## config.mk

```make
export PLATFORM = sky130hd
export DESIGN_NAME = bcd_time_counter
export DESIGN_NICKNAME = d
export VERILOG_FILES = /design/src/rtl/clock_pkg.sv /design/src/rtl/bcd_pair_counter.sv /design/src/rtl/bcd_time_counter.sv
export SDC_FILE = /design/constraint.sdc
export NUM_CORES = 1
export LEC_CHECK = 0
export ABC_AREA = 1
export BUFFER_PORTS_ARGS = -buffer_cell sky130_fd_sc_hd__buf_2
export CORE_MARGIN = 3
export CORE_UTILIZATION = 55
export CTS_BUF_LIST = sky130_fd_sc_hd__clkbuf_16
export DETAILED_ROUTE_END_ITERATION = 7
export GPL_TIMING_DRIVEN = 0
export HOLD_SLACK_MARGIN = 0.12
export PLACE_DENSITY = 0.88
export SLEW_MARGIN = 20
export SYNTH_ARGS = -nofsm -noshare
export SYNTH_HDL_FRONTEND = slang
export SYNTH_HIERARCHICAL = 1
export SYNTH_SLANG_ARGS = --single-unit
```

## constraint.sdc

```tcl
create_clock -name clk -period 5.1 [get_ports clk]
set_clock_uncertainty 0.05 [all_clocks]
set_input_delay 0.765 -clock clk [delete_from_list [all_inputs] [get_ports clk]]
set_output_delay 0.765 -clock clk [all_outputs]
set_load 0.01 [all_outputs]
```

## src/rtl/clock_pkg.sv

```systemverilog
// Shared definitions for the time-of-day counter: digit-pair positions in the
// packed HH:MM:SS word, per-pair BCD limits, and the load validity check.
package clock_pkg;

   localparam int SEC_LO = 0;
   localparam int SEC_HI = 4;
   localparam int MIN_LO = 8;
   localparam int MIN_HI = 12;
   localparam int HR_LO  = 16;
   localparam int HR_HI  = 20;

   localparam logic [7:0] SEC_MAX = 8'h59;
   localparam logic [7:0] MIN_MAX = 8'h59;
   localparam logic [7:0] HR_MAX  = 8'h23;

   // Valid ones digit plus an in-range value. BCD bytes order the same way as
   // their decimal meaning, so a plain compare against max also bounds the tens.
   function automatic logic bcd_valid_pair(input logic [7:0] pair, input logic [7:0] max);
      return (pair[3:0] <= 4'd9) && (pair <= max);
   endfunction

endpackage

```

## src/rtl/bcd_pair_counter.sv

```systemverilog
// Two-digit BCD counter that wraps at MAX. Priority: load > clr > inc.
// carry flags the increment that wraps MAX back to 00.
module bcd_pair_counter
   import clock_pkg::*;
#(
   parameter logic [7:0] MAX = 8'h59
) (
   input  logic       clk,
   input  logic       reset_n,
   input  logic       inc,
   input  logic       clr,
   input  logic       load,
   input  logic [7:0] load_val,
   output logic [7:0] value,
   output logic       carry
);

   logic [7:0] value_reg;
   logic [7:0] value_next;

   always_comb begin
      value_next = value_reg;
      if (load) begin
         value_next = load_val;
      end else if (clr) begin
         value_next = 8'h00;
      end else if (inc) begin
         if (value_reg == MAX) begin
            value_next = 8'h00;
         end else if (value_reg[3:0] == 4'd9) begin
            value_next = {value_reg[7:4] + 4'd1, 4'd0};
         end else begin
            value_next = {value_reg[7:4], value_reg[3:0] + 4'd1};
         end
      end
   end

   always_ff @(posedge clk or negedge reset_n) begin
      if (!reset_n) begin
         value_reg <= 8'h00;
      end else begin
         value_reg <= value_next;
      end
   end

   assign value = value_reg;
   assign carry = inc && (value_reg == MAX);

endmodule

```

## src/rtl/bcd_time_counter.sv

```systemverilog
// Time-of-day counter: 1 Hz prescaler driving a sec/min/hr BCD cascade,
// with a validated load path and per-field increment buttons.
module bcd_time_counter
   import clock_pkg::*;
#(
   parameter int CLK_HZ  = 100_000_000,
   parameter int PRESC_W = 27
) (
   input  logic        clk,
   input  logic        reset_n,
   input  logic        run,
   input  logic        load,
   input  logic [23:0] load_time,
   input  logic        min_inc,
   input  logic        hr_inc,
   output logic [23:0] count,
   output logic        sec_tick,
   output logic        day_wrap,
   output logic        load_err
);

   localparam logic [PRESC_W-1:0] PRESC_TC = PRESC_W'(CLK_HZ - 1);
   localparam logic [7:0] PAIR_MAX [3] = '{SEC_MAX, MIN_MAX, HR_MAX};

   logic [PRESC_W-1:0] presc_reg;
   logic [PRESC_W-1:0] presc_next;
   logic               sec_tick_reg;
   logic               day_wrap_reg;
   logic               load_err_reg;

   logic               tick_int;
   logic               tick_apply;
   logic               load_ok;
   logic               presc_clr;
   logic [2:0]         pair_inc;
   logic [2:0]         pair_clr;
   logic [2:0]         pair_load;
   logic [2:0]         pair_carry;
   logic [7:0]         sec_val;
   logic [7:0]         min_val;
   logic [7:0]         hr_val;

   assign sec_val = count[SEC_LO +: 8];
   assign min_val = count[MIN_LO +: 8];
   assign hr_val  = count[HR_LO +: 8];

   assign tick_int = run && (presc_reg == PRESC_TC);
   assign load_ok  = bcd_valid_pair(load_time[SEC_LO +: 8], SEC_MAX) &&
                     bcd_valid_pair(load_time[MIN_LO +: 8], MIN_MAX) &&
                     bcd_valid_pair(load_time[HR_LO +: 8],  HR_MAX);

   // One source of change per cycle; a tick that loses arbitration is dropped.
   always_comb begin
      pair_inc   = 3'b000;
      pair_clr   = 3'b000;
      pair_load  = 3'b000;
      presc_clr  = 1'b0;
      tick_apply = 1'b0;
      if (load) begin
         if (load_ok) begin
            pair_load = 3'b111;
            presc_clr = 1'b1;
         end
      end else if (min_inc || hr_inc) begin
         pair_inc[1] = min_inc;
         pair_clr[0] = min_inc;
         pair_inc[2] = hr_inc;
         presc_clr   = 1'b1;
      end else if (tick_int) begin
         tick_apply  = 1'b1;
         pair_inc[0] = 1'b1;
         pair_inc[1] = (sec_val == SEC_MAX);
         pair_inc[2] = (sec_val == SEC_MAX) && (min_val == MIN_MAX);
      end
   end

   always_comb begin
      presc_next = presc_reg;
      if (presc_clr) begin
         presc_next = '0;
      end else if (run) begin
         presc_next = tick_int ? '0 : presc_reg + 1'b1;
      end
   end

   always_ff @(posedge clk or negedge reset_n) begin
      if (!reset_n) begin
         presc_reg    <= '0;
         sec_tick_reg <= 1'b0;
         day_wrap_reg <= 1'b0;
         load_err_reg <= 1'b0;
      end else begin
         presc_reg    <= presc_next;
         sec_tick_reg <= tick_int;
         day_wrap_reg <= tick_apply && (&pair_carry);
         load_err_reg <= load && !load_ok;
      end
   end

   // Pair 0 = seconds, 1 = minutes, 2 = hours.
   generate
      for (genvar gi = 0; gi < 3; gi++) begin : g_pair
         bcd_pair_counter #(
            .MAX(PAIR_MAX[gi])
         ) u_pair (
            .clk      (clk),
            .reset_n  (reset_n),
            .inc      (pair_inc[gi]),
            .clr      (pair_clr[gi]),
            .load     (pair_load[gi]),
            .load_val (load_time[8*gi +: 8]),
            .value    (count[8*gi +: 8]),
            .carry    (pair_carry[gi])
         );
      end
   endgenerate

   assign sec_tick = sec_tick_reg;
   assign day_wrap = day_wrap_reg;
   assign load_err = load_err_reg;

endmodule

```

### Word level (Yosys, flattened, before mapping)

Cells that the tools add are included.

| storage, ports and cells | value |
|---|---|
| bits in registers | 54 |
| word-level logic and storage cells | 85 |
| bits of input ports | 30 |
| output and inout port bits | 27 |

| operators by class | value |
|---|---|
| $add $sub $neg | 7 |
| reductions and logical operators | 25 |
| equal/unequal tests | 7 |
| mux-type cells | 30 |
| order comparisons | 6 |

Operators by type and width:

| cell | number |
|---|---|
| 2-to-1 mux 8 bit | 13 |
| 2-to-1 mux 27 bit | 3 |
| adder 27 x 1 -> 27 bit, second input constant | 1 |
| equality test 27 bit, second input constant | 1 |
| adder 4 x 1 -> 4 bit, second input constant | 6 |
| equality test 8 x 7 -> 1 bit, second input constant | 2 |
| <= comparator 8 x 7 -> 1 bit, second input constant | 2 |
| equality test 4 bit, second input constant | 3 |
| <= comparator 4 bit, second input constant | 3 |
| logical AND 1 bit | 12 |
| 2-to-1 mux 3 bit | 4 |
| 2-to-1 mux 1 bit | 9 |
| nonzero test 3 bit | 3 |
| equality test 8 x 6 -> 1 bit, second input constant | 1 |
| <= comparator 8 x 6 -> 1 bit, second input constant | 1 |
| AND reduction 2 bit | 3 |
| nonzero test 2 bit | 3 |
| nonzero test 4 bit | 1 |
| AND reduction 3 bit | 1 |
| 2-to-1 mux 2 bit | 1 |
| zero test 1 bit | 1 |
| logical OR 1 bit | 1 |

### Logic depth before layout (Yosys ltp)

| depth | value |
|---|---|
| word-level depth | 8 |
| depth in mapped cells | 13 |
| mapped depth without buffers | 13 |

### By module

Netlist, hierarchy kept.

Modules (own cells, without submodules):

| module | instances | sequential area each (um^2) | cells an instance | area each (um^2) |
|---|---|---|---|---|
| bcd_time_counter | 1 | 750.7 | 372 | 2,343.5 |
| bcd_pair_counter at g_pair[0].u_pair ... | 2 | 200.2 | 89 | 655.6 |
| bcd_pair_counter at g_pair[2].u_pair | 1 | 200.2 | 84 | 643.1 |

### Least setup slack after synthesis

No wires, ideal clock.

| timing | value |
|---|---|
| kind | input-to-reg |
| start | input port load_time[9] |
| end | register g_pair[2].u_pair.value_reg[2] |
| data required time | 4.931 ns |
| library setup time | 0.119 ns |
| cell stages on the path | 8 |
| arrival time | 2.033 ns |
| path slack | 2.898 ns |
| buffers on the path | 0 |
| cell sequence | o21ai_0 -> nand3_1 -> nor3_1 -> inv_1 -> nand3_4 -> nand2_1 -> xor2_1 -> o21ai_2 |

| between the ends | value |
|---|---|
| longest elaborated chain between the ends | 7 |
| elaborated cells on any way between the ends | 9 |
| classes of those cells | order compare (2); mux (3); reduce/logical (4) |

Ends and longest elaborated chain:

| what | line | text |
|---|---|---|
| start: declaration | bcd_time_counter.sv:13 | `input logic [23:0] load_time,` |
| <= comparator 8 x 7 -> 1 bit / <= comparator 4 bit (equally long branches) | clock_pkg.sv:19 | `return (pair[3:0] <= 4'd9) && (pair <= max);` |
| logical AND 1 bit * | clock_pkg.sv:19 |  |
| logical AND 1 bit * | bcd_time_counter.sv:48 | `assign load_ok = bcd_valid_pair(load_time[SEC_LO +: 8], SEC_MAX) &&` |
| logical AND 1 bit * | bcd_time_counter.sv:49 | `bcd_valid_pair(load_time[MIN_LO +: 8], MIN_MAX) &&` |
| 2-to-1 mux 3 bit * | bcd_time_counter.sv:60 | `if (load_ok) begin` |
| 2-to-1 mux 3 bit * | bcd_time_counter.sv:59 | `if (load) begin` |
| 2-to-1 mux 8 bit / nonzero test 2 bit (equally long branches) | n/a |  |
| end signal: assignment | bcd_pair_counter.sv:42 | `value_reg <= value_next;` |
| end: declaration | bcd_pair_counter.sv:18 | `logic [7:0] value_reg;` |

Mark *: on every way between the ends. The rest lies on a longest branch, timed or not.
A chain may end at the register's enable or synchronous reset.

### Worst setup path after layout

| timing | value |
|---|---|
| start | register presc_reg[0] |
| end | register day_wrap_reg (netlist: day_wrap) |

| between the ends | value |
|---|---|
| longest elaborated chain between the ends | 8 |
| elaborated cells on any way between the ends | 14 |
| classes of those cells | eq/ne (1); mux (7); reduce/logical (6) |

Ends and longest elaborated chain:

| what | line | text |
|---|---|---|
| start: declaration | bcd_time_counter.sv:25 | `logic [PRESC_W-1:0] presc_reg;` |
| start signal: assignment | bcd_time_counter.sv:93 | `presc_reg <= presc_next;` |
| equality test 27 bit | bcd_time_counter.sv:47 | `assign tick_int = run && (presc_reg == PRESC_TC);` |
| logical AND 1 bit | bcd_time_counter.sv:47 |  |
| net tick_int | bcd_time_counter.sv:31 | `logic tick_int;` |
| 2-to-1 mux 3 bit | bcd_time_counter.sv:69 | `end else if (tick_int) begin` |
| 2-to-1 mux 2 bit | bcd_time_counter.sv:64 | `end else if (min_inc \|\| hr_inc) begin` |
| 2-to-1 mux 3 bit | bcd_time_counter.sv:59 |  |
| net pair_inc[1] | bcd_time_counter.sv:35 | `logic [2:0] pair_inc;` |
| logical AND 1 bit | bcd_pair_counter.sv:47 | `assign carry = inc && (value_reg == MAX);` |
| net pair_carry[1] | bcd_time_counter.sv:38 | `logic [2:0] pair_carry;` |
| AND reduction 3 bit | bcd_time_counter.sv:95 | `day_wrap_reg <= tick_apply && (&pair_carry);` |
| logical AND 1 bit | bcd_time_counter.sv:95 |  |
| end signal: assignment | bcd_time_counter.sv:95 |  |
| end: declaration | bcd_time_counter.sv:28 | `logic day_wrap_reg;` |

The timed path passes the listed nets, and every way through them passes these cells.

==> run summary <==
# port buffers: 56
Synthesis Warnings: 6
post_cts resized: 0
power share of the combinational group: 22.1%
Lkg Pwr: 2.47 nW
minimum clock period: 2.60 ns
R2R Setup Slk: 2.50 ns
clock-pin slew on the worst setup and hold paths: 0.08 ns
Antenna diodes: 0
slew of the pin with the lowest slew margin: 0.682 ns
worst setup path class: reg -> reg
Via Count: 4290
Layout Nets: 742
worst vdd ir: 0.174 mV
grt total ovfl: 0
Die Ht: 94.4 um
Die Wd: 94.4 um
cell count after synthesis: 634
FP Rows: 31
Post-Route WL: 10.8 mm
CP endpoint kind: flip-flop
total power: 1.19 mW
Int Pwr: 0.797 mW
RSZ-0062 raised after global routing: false
final core utilization: 66.0%
Core ar.: 7410 um2
routed length per instance: 13.5 um
flops & latches, synth: 54
Hold Buf Count CTS: 0
Fin. Hold Viols: 0
GP Congestion: 0.983
Clock Power Share: 33.9%
top cell type's share of synthesized area: 31.4%
root buf cell: clkbuf_16
Hold/Removal Path Class: in -> async
Post-Syn Area: 4300 um2
RR Endpoint: day_wrap
worst path required time: 5.28 ns
Critical Path Fanout Max: 7
Net Switching: 0.393 mW
fin crit share: 50.9%
sequential fraction of design power: 44.0%
Async SR Flop Fraction: 100%
DRC viols: 0
DRT iter0 DRCs: 268
first-pass GRT wire length: 18.8 mm
CTS H-tree lvls: 2
clock sink count: 54
vias in the first global route: 4246
Unique masters post-synth: 37
ys flop type: dfrtp_1
largest net degree at the start of global routing: 55
status: completed
IO Pins: 57
Max Buffers Root-to-Sink: 2
TritonRoute pass-1 iters: 5
Setup Viol. Count Final: 0
fmax: 0.385 GHz
R2R Path Start: presc_reg[0]
Startpoint Class: flip-flop
worst skew pair latency: 0.30 ns
Net Sw Frac: 33.0%
Area Growth Syn to Fin: 13.7%
reg2reg path depth: 11
Max Cap Viol: 0
CTS tree: yes
Setup TNS: 0 ns
Setup Fix Bufs, Post-CTS: 0
Pwr Density: 244 nW/um2
antenna-violating nets left: 0
antenna violations before repair: 0
Rel. slew slack: 54.6%
synthesized area per cell: 6.78 um2
total track usage: 25.8%
Worst Path Arrival: 2.78 ns
Slew Viols, Final: 0
ranking of synthesized cells by area: dfrtp_1 (31%), nand2_1 (15%), nand3_1 (9.8%)
sequential element share of the synthesized area: 31.4%
Die Area: 8910 um2
number of flip-flops in the largest register: 27
EDFF count, synth: 0
cts bufs inserted: 5
initial core utilization: 58.0%
post-synth top area cell: dfrtp_1
routed vias/inst: 5.37
share of layout cells above drive strength 1: 17.1%
dpl hpwl: 8.23 mm
logic make-up after synthesis:
group / after synthesis / synth area share [%]
XOR/XNOR: 23 / 4.69
AND/OR/NAND/NOR: 416 / 46.1
adder cells (fa/ha/maj): 13 / 3.78
flip-flops: 54 / 31.4
AO/OA/AOI/OAI: 35 / 5.04
other: 1 / 0.0873
buffers and inverters: 92 / 8.91
metal layers:
metal	vias up	track usage [%]	part of all wire (%)
met3	31	4.86	7.1
met2	170	45.0	48
li1	2128	-	-
met5	-	0	0
met1	1961	31.8	42
met4	0	8.90	2.7
cells in the mapped netlist, types with 2 or more instances:
master / count
buf_2: 6
nand3b_1: 14
nor2_4: 4
a21oi_2: 6
ha_1: 13
nor2_8: 2
a21oi_1: 17
nand3_1: 84
inv_1: 70
buf_6: 3
buf_1: 2
nand2_4: 7
nor2_1: 102
nand2_2: 5
o21ai_2: 4
xor2_1: 16
xnor2_1: 7
nor2_2: 6
nand2_1: 169
inv_2: 4
clkbuf_1: 3
nand4_1: 8
o21ai_0: 5
clkinv_2: 2
nor3_1: 6
nand3_4: 5
dfrtp_1: 54
area by class of cell:
cell class / instances / area (um2)
Multi-Input combinational cell: 490 / 2570
Buffer: 14 / 82.6
Sequential cell: 54 / 1350
Clock buffer: 5 / 125
Tap cell: 99 / 124
Clock inverter: 3 / 48.8
Timing Repair Buffer: 56 / 283
Fill cell: 637 / 2520
Inverter: 78 / 300
worst max path at each step:
stage | from | end | cells after the start
after floorplan | load_time[9] | g_pair[2].u_pair/value[2] | 8
after global placement | load_time[17] | g_pair[2].u_pair/value[2] | 9
after detailed placement | load_time[17] | g_pair[2].u_pair/value[2] | 9
after CTS | presc_reg[0] | day_wrap | 11
after global routing | presc_reg[0] | day_wrap | 11
final | presc_reg[0] | day_wrap | 11
power by group through the flow:
stage / sequential (mW) / clock [mW] / combinational, mW
3_3_place_gp: 0.527 / 0 / 0.251
3_5_place_dp: 0.530 / 0 / 0.262
2_1_floorplan: 0.532 / 0 / 0.162
6_report: 0.524 / 0.403 / 0.263
4_1_cts: 0.522 / 0.407 / 0.263
5_1_grt: 0.532 / 0.418 / 0.299
worst max-delay path: stages, from the launching register on:
cell and delay (ns):
dfrtp_1 0.45, ha_1 0.32, inv_2 0.08, nor2_4 0.17
nand2_4 0.13, nor3_4 0.22, nand3_1 0.14, o22ai_1 0.24
inv_1 0.15, nor3_1 0.32, nand3_1 0.11, nor2_1 0.12
metrics by stage:
stage,hold slack (ns),instances,area (um2),setup WS (ns)
finish,0.453,799,4890,2.50
CTS,0.484,799,4890,2.54
global route,0.508,799,4890,2.30
global placement,0.498,791,4710,2.31
floorplan,0.419,636,4310,2.90
detailed placement,0.506,791,4710,2.26
placed cells by master (no fill, tap or decap), types with 2 or more instances in the layout:
cell	instances
nor3_1	6
a21oi_2	6
clkinv_2	2
buf_1	2
nor2_8	2
conb_1	3
nor2_1	102
nand2_2	5
buf_6	3
nand3_4	5
nand4_1	8
clkbuf_16	5
nor2_4	4
xor2_1	16
ha_1	13
nand3_1	84
nor2_2	6
a21oi_1	17
nand2_4	7
buf_2	61
o21ai_0	5
dfrtp_1	54
o21ai_2	4
clkbuf_1	3
inv_1	70
inv_2	4
nand2_1	169
xnor2_1	7
nand3b_1	14
Power figures use the tool's default switching activity.
